--- config.mk ---
export PLATFORM = sky130hd
export DESIGN_NAME = chi_sn_responder
export DESIGN_NICKNAME = d
export VERILOG_FILES = /design/src/rtl/chi_sn_responder.sv
export SDC_FILE = /design/constraint.sdc
export NUM_CORES = 1
export LEC_CHECK = 0
export BUFFER_PORTS_ARGS = -buffer_cell sky130_fd_sc_hd__buf_2
export CAP_MARGIN = 40
export CELL_PAD_IN_SITES_DETAIL_PLACEMENT = 0
export CELL_PAD_IN_SITES_GLOBAL_PLACEMENT = 1
export CORE_MARGIN = 5
export CORE_UTILIZATION = 52
export DETAILED_ROUTE_END_ITERATION = 10
export HOLD_SLACK_MARGIN = 0.1
export PLACE_DENSITY_LB_ADDON = 0.1
export SLEW_MARGIN = 10
export SYNTH_ARGS = -nofsm -noshare
export SYNTH_HDL_FRONTEND = slang
export SYNTH_SLANG_ARGS = --single-unit
--- constraint.sdc ---
create_clock -name clk -period 6.4 [get_ports clk]
set_clock_uncertainty 0.05 [all_clocks]
set_input_delay 0.96 -clock clk [delete_from_list [all_inputs] [get_ports clk]]
set_output_delay 0.96 -clock clk [all_outputs]
set_load 0.005 [all_outputs]
--- src/rtl/chi_sn_responder.sv ---
`default_nettype none
// ============================================================================
// Module   : chi_sn_responder
// Brief    : CHI-style subordinate-node responder. In-order request FIFO, a
//            fixed-latency access FSM and a 16 x 32-bit backing memory.
//            Optional even-parity protection enabled by CHI_SN_PARITY_EN.
// Revision : 1.0 - initial release
// ============================================================================
module chi_sn_responder #(
    parameter int FIFO_DEPTH = 4,
    parameter int LATENCY    = 2
) (
    input  logic        clk,
    input  logic        reset,
    input  logic        request_valid,
    output logic        request_ready,
    input  logic [3:0]  command,
    input  logic [31:0] addr,
    input  logic [7:0]  txnid,
    input  logic [31:0] write_data,
`ifdef CHI_SN_PARITY_EN
    input  logic        write_par,
    output logic        read_par,
`endif
    output logic        response_valid,
    input  logic        response_ready,
    output logic [1:0]  rsp_opcode,
    output logic [7:0]  rsp_txnid,
    output logic [31:0] read_data,
    output logic        busy
);

    localparam int c_PTR_W = $clog2(FIFO_DEPTH);
    localparam int c_CNT_W = c_PTR_W + 1;

    localparam logic [3:0] c_CMD_RD      = 4'b0001;
    localparam logic [3:0] c_CMD_WR      = 4'b0010;
    localparam logic [1:0] c_OP_COMPDATA = 2'b00;
    localparam logic [1:0] c_OP_COMP     = 2'b01;
    localparam logic [1:0] c_OP_ERROR    = 2'b10;
    localparam logic [3:0] c_LAT_INIT    = 4'(LATENCY - 1);

    localparam logic [1:0] c_ST_IDLE   = 2'd0;
    localparam logic [1:0] c_ST_ACCESS = 2'd1;
    localparam logic [1:0] c_ST_RESP   = 2'd2;

    logic [3:0]         r_fifo_cmd  [FIFO_DEPTH];
    logic [31:0]        r_fifo_addr [FIFO_DEPTH];
    logic [7:0]         r_fifo_id   [FIFO_DEPTH];
    logic [31:0]        r_fifo_wd   [FIFO_DEPTH];
    logic               r_fifo_par  [FIFO_DEPTH];
    logic [c_PTR_W-1:0] r_wr_ptr;
    logic [c_PTR_W-1:0] r_rd_ptr;
    logic [c_CNT_W-1:0] r_count;
    logic               r_req_ready;

    logic [1:0]         r_state;
    logic [3:0]         r_lat;
    logic [3:0]         r_cur_cmd;
    logic [31:0]        r_cur_addr;
    logic [7:0]         r_cur_id;
    logic [31:0]        r_cur_wd;
    logic               r_cur_par;

    logic [31:0]        r_mem [16];
    logic               r_rsp_valid;
    logic [1:0]         r_rsp_op;
    logic [7:0]         r_rsp_id;
    logic [31:0]        r_rd_data;

    logic               w_push;
    logic               w_pop;
    logic [c_CNT_W-1:0] w_count_nxt;
    logic               w_cmd_rd;
    logic               w_cmd_wr;
    logic               w_addr_bad;
    logic               w_par_bad;
    logic               w_err;
    logic [3:0]         w_idx;
    logic               w_in_par;

    assign w_push      = request_valid && r_req_ready;
    assign w_pop       = (r_state == c_ST_IDLE) && (r_count != '0);
    assign w_count_nxt = r_count + c_CNT_W'(w_push) - c_CNT_W'(w_pop);

    assign w_cmd_rd   = (r_cur_cmd == c_CMD_RD);
    assign w_cmd_wr   = (r_cur_cmd == c_CMD_WR);
    assign w_addr_bad = (|r_cur_addr[31:6]) || (|r_cur_addr[1:0]);
    assign w_idx      = r_cur_addr[5:2];

`ifdef CHI_SN_PARITY_EN
    assign w_in_par  = write_par;
    assign w_par_bad = w_cmd_wr && (r_cur_par != ^r_cur_wd);
    assign read_par  = ^r_rd_data;
`else
    assign w_in_par  = 1'b0;
    assign w_par_bad = 1'b0 & r_cur_par;
`endif

    assign w_err = w_addr_bad || !(w_cmd_rd || w_cmd_wr) || w_par_bad;

    // Queue storage holds no control state, so it needs no reset.
    always_ff @(posedge clk) begin
        if (reset && w_push) begin
            r_fifo_cmd[r_wr_ptr]  <= command;
            r_fifo_addr[r_wr_ptr] <= addr;
            r_fifo_id[r_wr_ptr]   <= txnid;
            r_fifo_wd[r_wr_ptr]   <= write_data;
            r_fifo_par[r_wr_ptr]  <= w_in_par;
        end
    end

    always_ff @(posedge clk) begin
        if (!reset) begin
            r_wr_ptr    <= '0;
            r_rd_ptr    <= '0;
            r_count     <= '0;
            r_req_ready <= 1'b0;
            r_state     <= c_ST_IDLE;
            r_lat       <= '0;
            r_cur_cmd   <= '0;
            r_cur_addr  <= '0;
            r_cur_id    <= '0;
            r_cur_wd    <= '0;
            r_cur_par   <= 1'b0;
            r_rsp_valid <= 1'b0;
            r_rsp_op    <= '0;
            r_rsp_id    <= '0;
            r_rd_data   <= '0;
            for (int i = 0; i < 16; i++) begin
                r_mem[i] <= '0;
            end
        end else begin
            if (w_push) begin
                r_wr_ptr <= r_wr_ptr + c_PTR_W'(1);
            end
            if (w_pop) begin
                r_rd_ptr <= r_rd_ptr + c_PTR_W'(1);
            end
            r_count     <= w_count_nxt;
            r_req_ready <= (w_count_nxt < c_CNT_W'(FIFO_DEPTH));

            case (r_state)
                c_ST_IDLE: begin
                    if (w_pop) begin
                        r_cur_cmd  <= r_fifo_cmd[r_rd_ptr];
                        r_cur_addr <= r_fifo_addr[r_rd_ptr];
                        r_cur_id   <= r_fifo_id[r_rd_ptr];
                        r_cur_wd   <= r_fifo_wd[r_rd_ptr];
                        r_cur_par  <= r_fifo_par[r_rd_ptr];
                        r_lat      <= c_LAT_INIT;
                        r_state    <= c_ST_ACCESS;
                    end
                end
                c_ST_ACCESS: begin
                    if (r_lat == 4'd0) begin
                        if (w_err) begin
                            r_rsp_op  <= c_OP_ERROR;
                            r_rd_data <= '0;
                        end else if (w_cmd_wr) begin
                            r_mem[w_idx] <= r_cur_wd;
                            r_rsp_op     <= c_OP_COMP;
                            r_rd_data    <= '0;
                        end else begin
                            r_rsp_op  <= c_OP_COMPDATA;
                            r_rd_data <= r_mem[w_idx];
                        end
                        r_rsp_id    <= r_cur_id;
                        r_rsp_valid <= 1'b1;
                        r_state     <= c_ST_RESP;
                    end else begin
                        r_lat <= r_lat - 4'd1;
                    end
                end
                c_ST_RESP: begin
                    if (response_ready) begin
                        r_rsp_valid <= 1'b0;
                        r_state     <= c_ST_IDLE;
                    end
                end
                default: r_state <= c_ST_IDLE;
            endcase
        end
    end

    assign request_ready  = r_req_ready;
    assign response_valid = r_rsp_valid;
    assign rsp_opcode     = r_rsp_op;
    assign rsp_txnid      = r_rsp_id;
    assign read_data      = r_rd_data;
    assign busy           = (r_count != '0) || (r_state != c_ST_IDLE);

endmodule
`default_nettype wire

==> results.sh <==
export IMPL_status="finished, final reports clean"
export IMPL_ys_seq_area_frac=0.692
export IMPL_area_growth_syn_to_layout_pct=13.2
export IMPL_start_util=0.525
export IMPL_grt_pass1_wl_mm=155
export IMPL_core_area_mm2=0.0747
export IMPL_power_density_mw_per_mm2=405
export IMPL_final_min_clock_period_ns=3.53
export IMPL_avgSynthCellArea_um2=14.1
export IMPL_cts_setup_buffers=0
export IMPL_final_hold_violation_count=0
export IMPL_ys_async_sr_fraction=0
export IMPL_yosysMostFrequentCell="edfxtp_1"
export IMPL_final_util=0.595
export IMPL_synthFlopType="edfxtp_1"
export IMPL_cp_endpoint="r_mem[12][9]"
export IMPL_syn_cell_area_mm2=0.0392
export IMPL_min_from="r_cur_addr[24]"
export IMPL_dr_pass1_iters=5
export IMPL_ctsHoldBuffers=0
export IMPL_grt_pass1_vias=24100
export IMPL_io_pins=125
export IMPL_cts_sinks=949
export IMPL_r2r_end="r_mem[12][9]"
export IMPL_yosysTopAreaCell="edfxtp_1"
export IMPL_drtIter0Drc=2052
export IMPL_synth_top_cell_area_share=0.624
export IMPL_r2r_start="r_lat[0]"
export IMPL_clk_pin_slew_ns=0.06
export IMPL_final_nets=2930
export IMPL_worst_pin_slew_ns=1.13
export IMPL_synth_seq_cells=949
export IMPL_antenna_found_initial=7
export IMPL_dieArea_mm2=0.0811
export IMPL_cp_startpoint="r_lat[0]"
export IMPL_period_share=0.551
export IMPL_syn_inst=2779
export IMPL_gp_congestion=0.801
export IMPL_tns_ns=0
export IMPL_finalSetupViolations=0
export IMPL_placedCellCount=3711
export IMPL_h_tree_depth=3
export IMPL_dpl_hpwl_mm=61.8
export IMPL_wirelength_mm=103
export IMPL_path_buf_inv=3
export IMPL_slew_headroom=0.248
export IMPL_grt_ovfl_total=0
export IMPL_clock_latency_ns=0.67
export IMPL_min_path_type="register to register"
export IMPL_path_class="register to register"
export IMPL_yosys_top_cells_count="edfxtp_1, nor3_1, nand2_1"
export IMPL_vias=24000
export IMPL_cts_tree="built"
export IMPL_slew_violations=0
export IMPL_max_freq_mhz=284
export IMPL_wire_per_inst_um=26.5
export IMPL_crit_arrival_ns=3.79
export IMPL_ff2ff_path_depth=8
export IMPL_portBuffers=124
export IMPL_die_x_um=285
export IMPL_crit_cells=8
export IMPL_track_usage=0.252
export IMPL_reg2reg_slack_ns=2.87
export IMPL_synth_cell_types=43
export IMPL_post_cts_resized=0
export IMPL_cp_top_family="simple AND/OR/NAND/NOR gates"
export IMPL_maxCapViolations=0
export IMPL_grt_setup_unrepaired="false"
export IMPL_clock_path_buffers=3
export IMPL_fin_cells=3895
export IMPL_grt_max_degree=229
export IMPL_ir_drop_mv=0.294
export IMPL_critical_path_max_fanout=22
export IMPL_root_buffer="clkbuf_16"
export IMPL_numCtsBuffers=97
export IMPL_synthTopCellsByArea="edfxtp_1, dfxtp_1, mux4_2"
export IMPL_total_leakage_power_nw=14.1
export IMPL_drc=0
export IMPL_slowest_stage="o31ai_4"
export IMPL_die_y_um=285
export IMPL_worstSetupEndpointType="register"
export IMPL_antenna_left=0
export IMPL_yosys_warnings=0
export IMPL_rows=100
export IMPL_start_kind="register"
export IMPL_drive_above_1_share=0.175
export IMPL_vias_per_cell=6.16
export IMPL_crit_required_ns=6.66
export IMPL_cpPeakStageDelay_ns=0.70
export IMPL_synth_edf_count=816
export IMPL_path_cells="inv_1 > ha_1 > or3b_2 > nor4_2 > nand4_1 > buf_6 > o31ai_4 > buf_4"
export IMPL_syn_nets=2868
==> power breakdown <==
group	leakage [nW]	switching, mW	internal (mW)	total, mW
registers	9.11	0.590	7.12	7.71
logic	3.40	3.13	1.54	4.67
clock network	1.59	2.41	3.22	5.63
total	14.1	6.13	11.9	18.0
==> tightest hold or removal path, cell delays in order (launching register included) <==
cell and delay, ns:
dfxtp_1 0.30, nand2_1 0.05, a21oi_1 0.05
==> placed cells by master (no fill, tap or decap), types with 64 or more instances in the layout <==
cell type / count
nand2_1: 306
clkbuf_16: 97
nor3_1: 453
nor4_1: 68
edfxtp_1: 816
mux4_2: 108
mux2i_1: 192
dfxtp_1: 128
nor2_1: 76
buf_2: 126
a21oi_1: 89
a22oi_1: 64
==> logic make-up after synthesis <==
kind of cell | synth area share
fa+ha+maj | 0.00306
xor+xnor | 0.00179
mux | 0.111
simple gates | 0.113
buf+inv | 0.0316
compound gates | 0.0469
flops | 0.692
==> metrics by stage <==
step           hold WS (ns)  instance area, um2  setup slack [ns]  total power, mW
2_1_floorplan         0.381               39200             0.652             10.6
3_3_place_gp          0.382               40800              2.22             12.3
5_1_grt               0.422               44400              2.70             18.7
3_5_place_dp          0.390               41200              2.78             12.5
4_1_cts               0.401               44400              2.88             18.1
6_report              0.399               44400              2.87             18.0
==> flip-flops by register name, summed over array words and instances (netlist names), 2 cells and up <==
signal / flops
r_count: 3
r_cur_cmd: 4
r_lat: 4
r_fifo_wd: 128
r_wr_ptr: 2
r_fifo_addr: 128
r_fifo_cmd: 16
r_rd_ptr: 2
read_data: 32
r_cur_id: 8
rsp_opcode: 2
r_cur_wd: 32
r_cur_addr: 32
r_fifo_id: 32
rsp_txnid: 8
r_mem: 512
r_state: 2
==> cell type report <==
| cell class | instances | area, um2 |
|---|---|---|
| inverter | 41 | 155 |
| clock buffer | 137 | 2750 |
| tap | 969 | 1210 |
| multi-input combinational | 1538 | 11100 |
| timing repair buffer | 214 | 1540 |
| sequential | 949 | 27200 |
| fill | 5776 | 30300 |
| antenna | 1 | 2.50 |
| clock inverter | 46 | 495 |
==> worst min path at each step <==
stage / end / slack, ns / depth (start not counted)
final: r_cur_addr[24] / 0.40 / 2
after CTS: r_cur_addr[24] / 0.40 / 2
after global routing: r_fifo_id[2][1] / 0.42 / 1
after global placement: read_data[12] / 0.38 / 2
after detailed placement: read_data[12] / 0.39 / 2
after floorplan: r_cur_addr[15] / 0.38 / 2
==> layer usage <==
layer	track usage	vias to the layer above	wire length, um
li1	-	10800	-
met1	0.341	12200	42100
met2	0.415	834	50100
met3	0.0544	161	7720
met4	0.0761	8	3170
met5	0	-	51
Power figures use the tool's default switching activity.
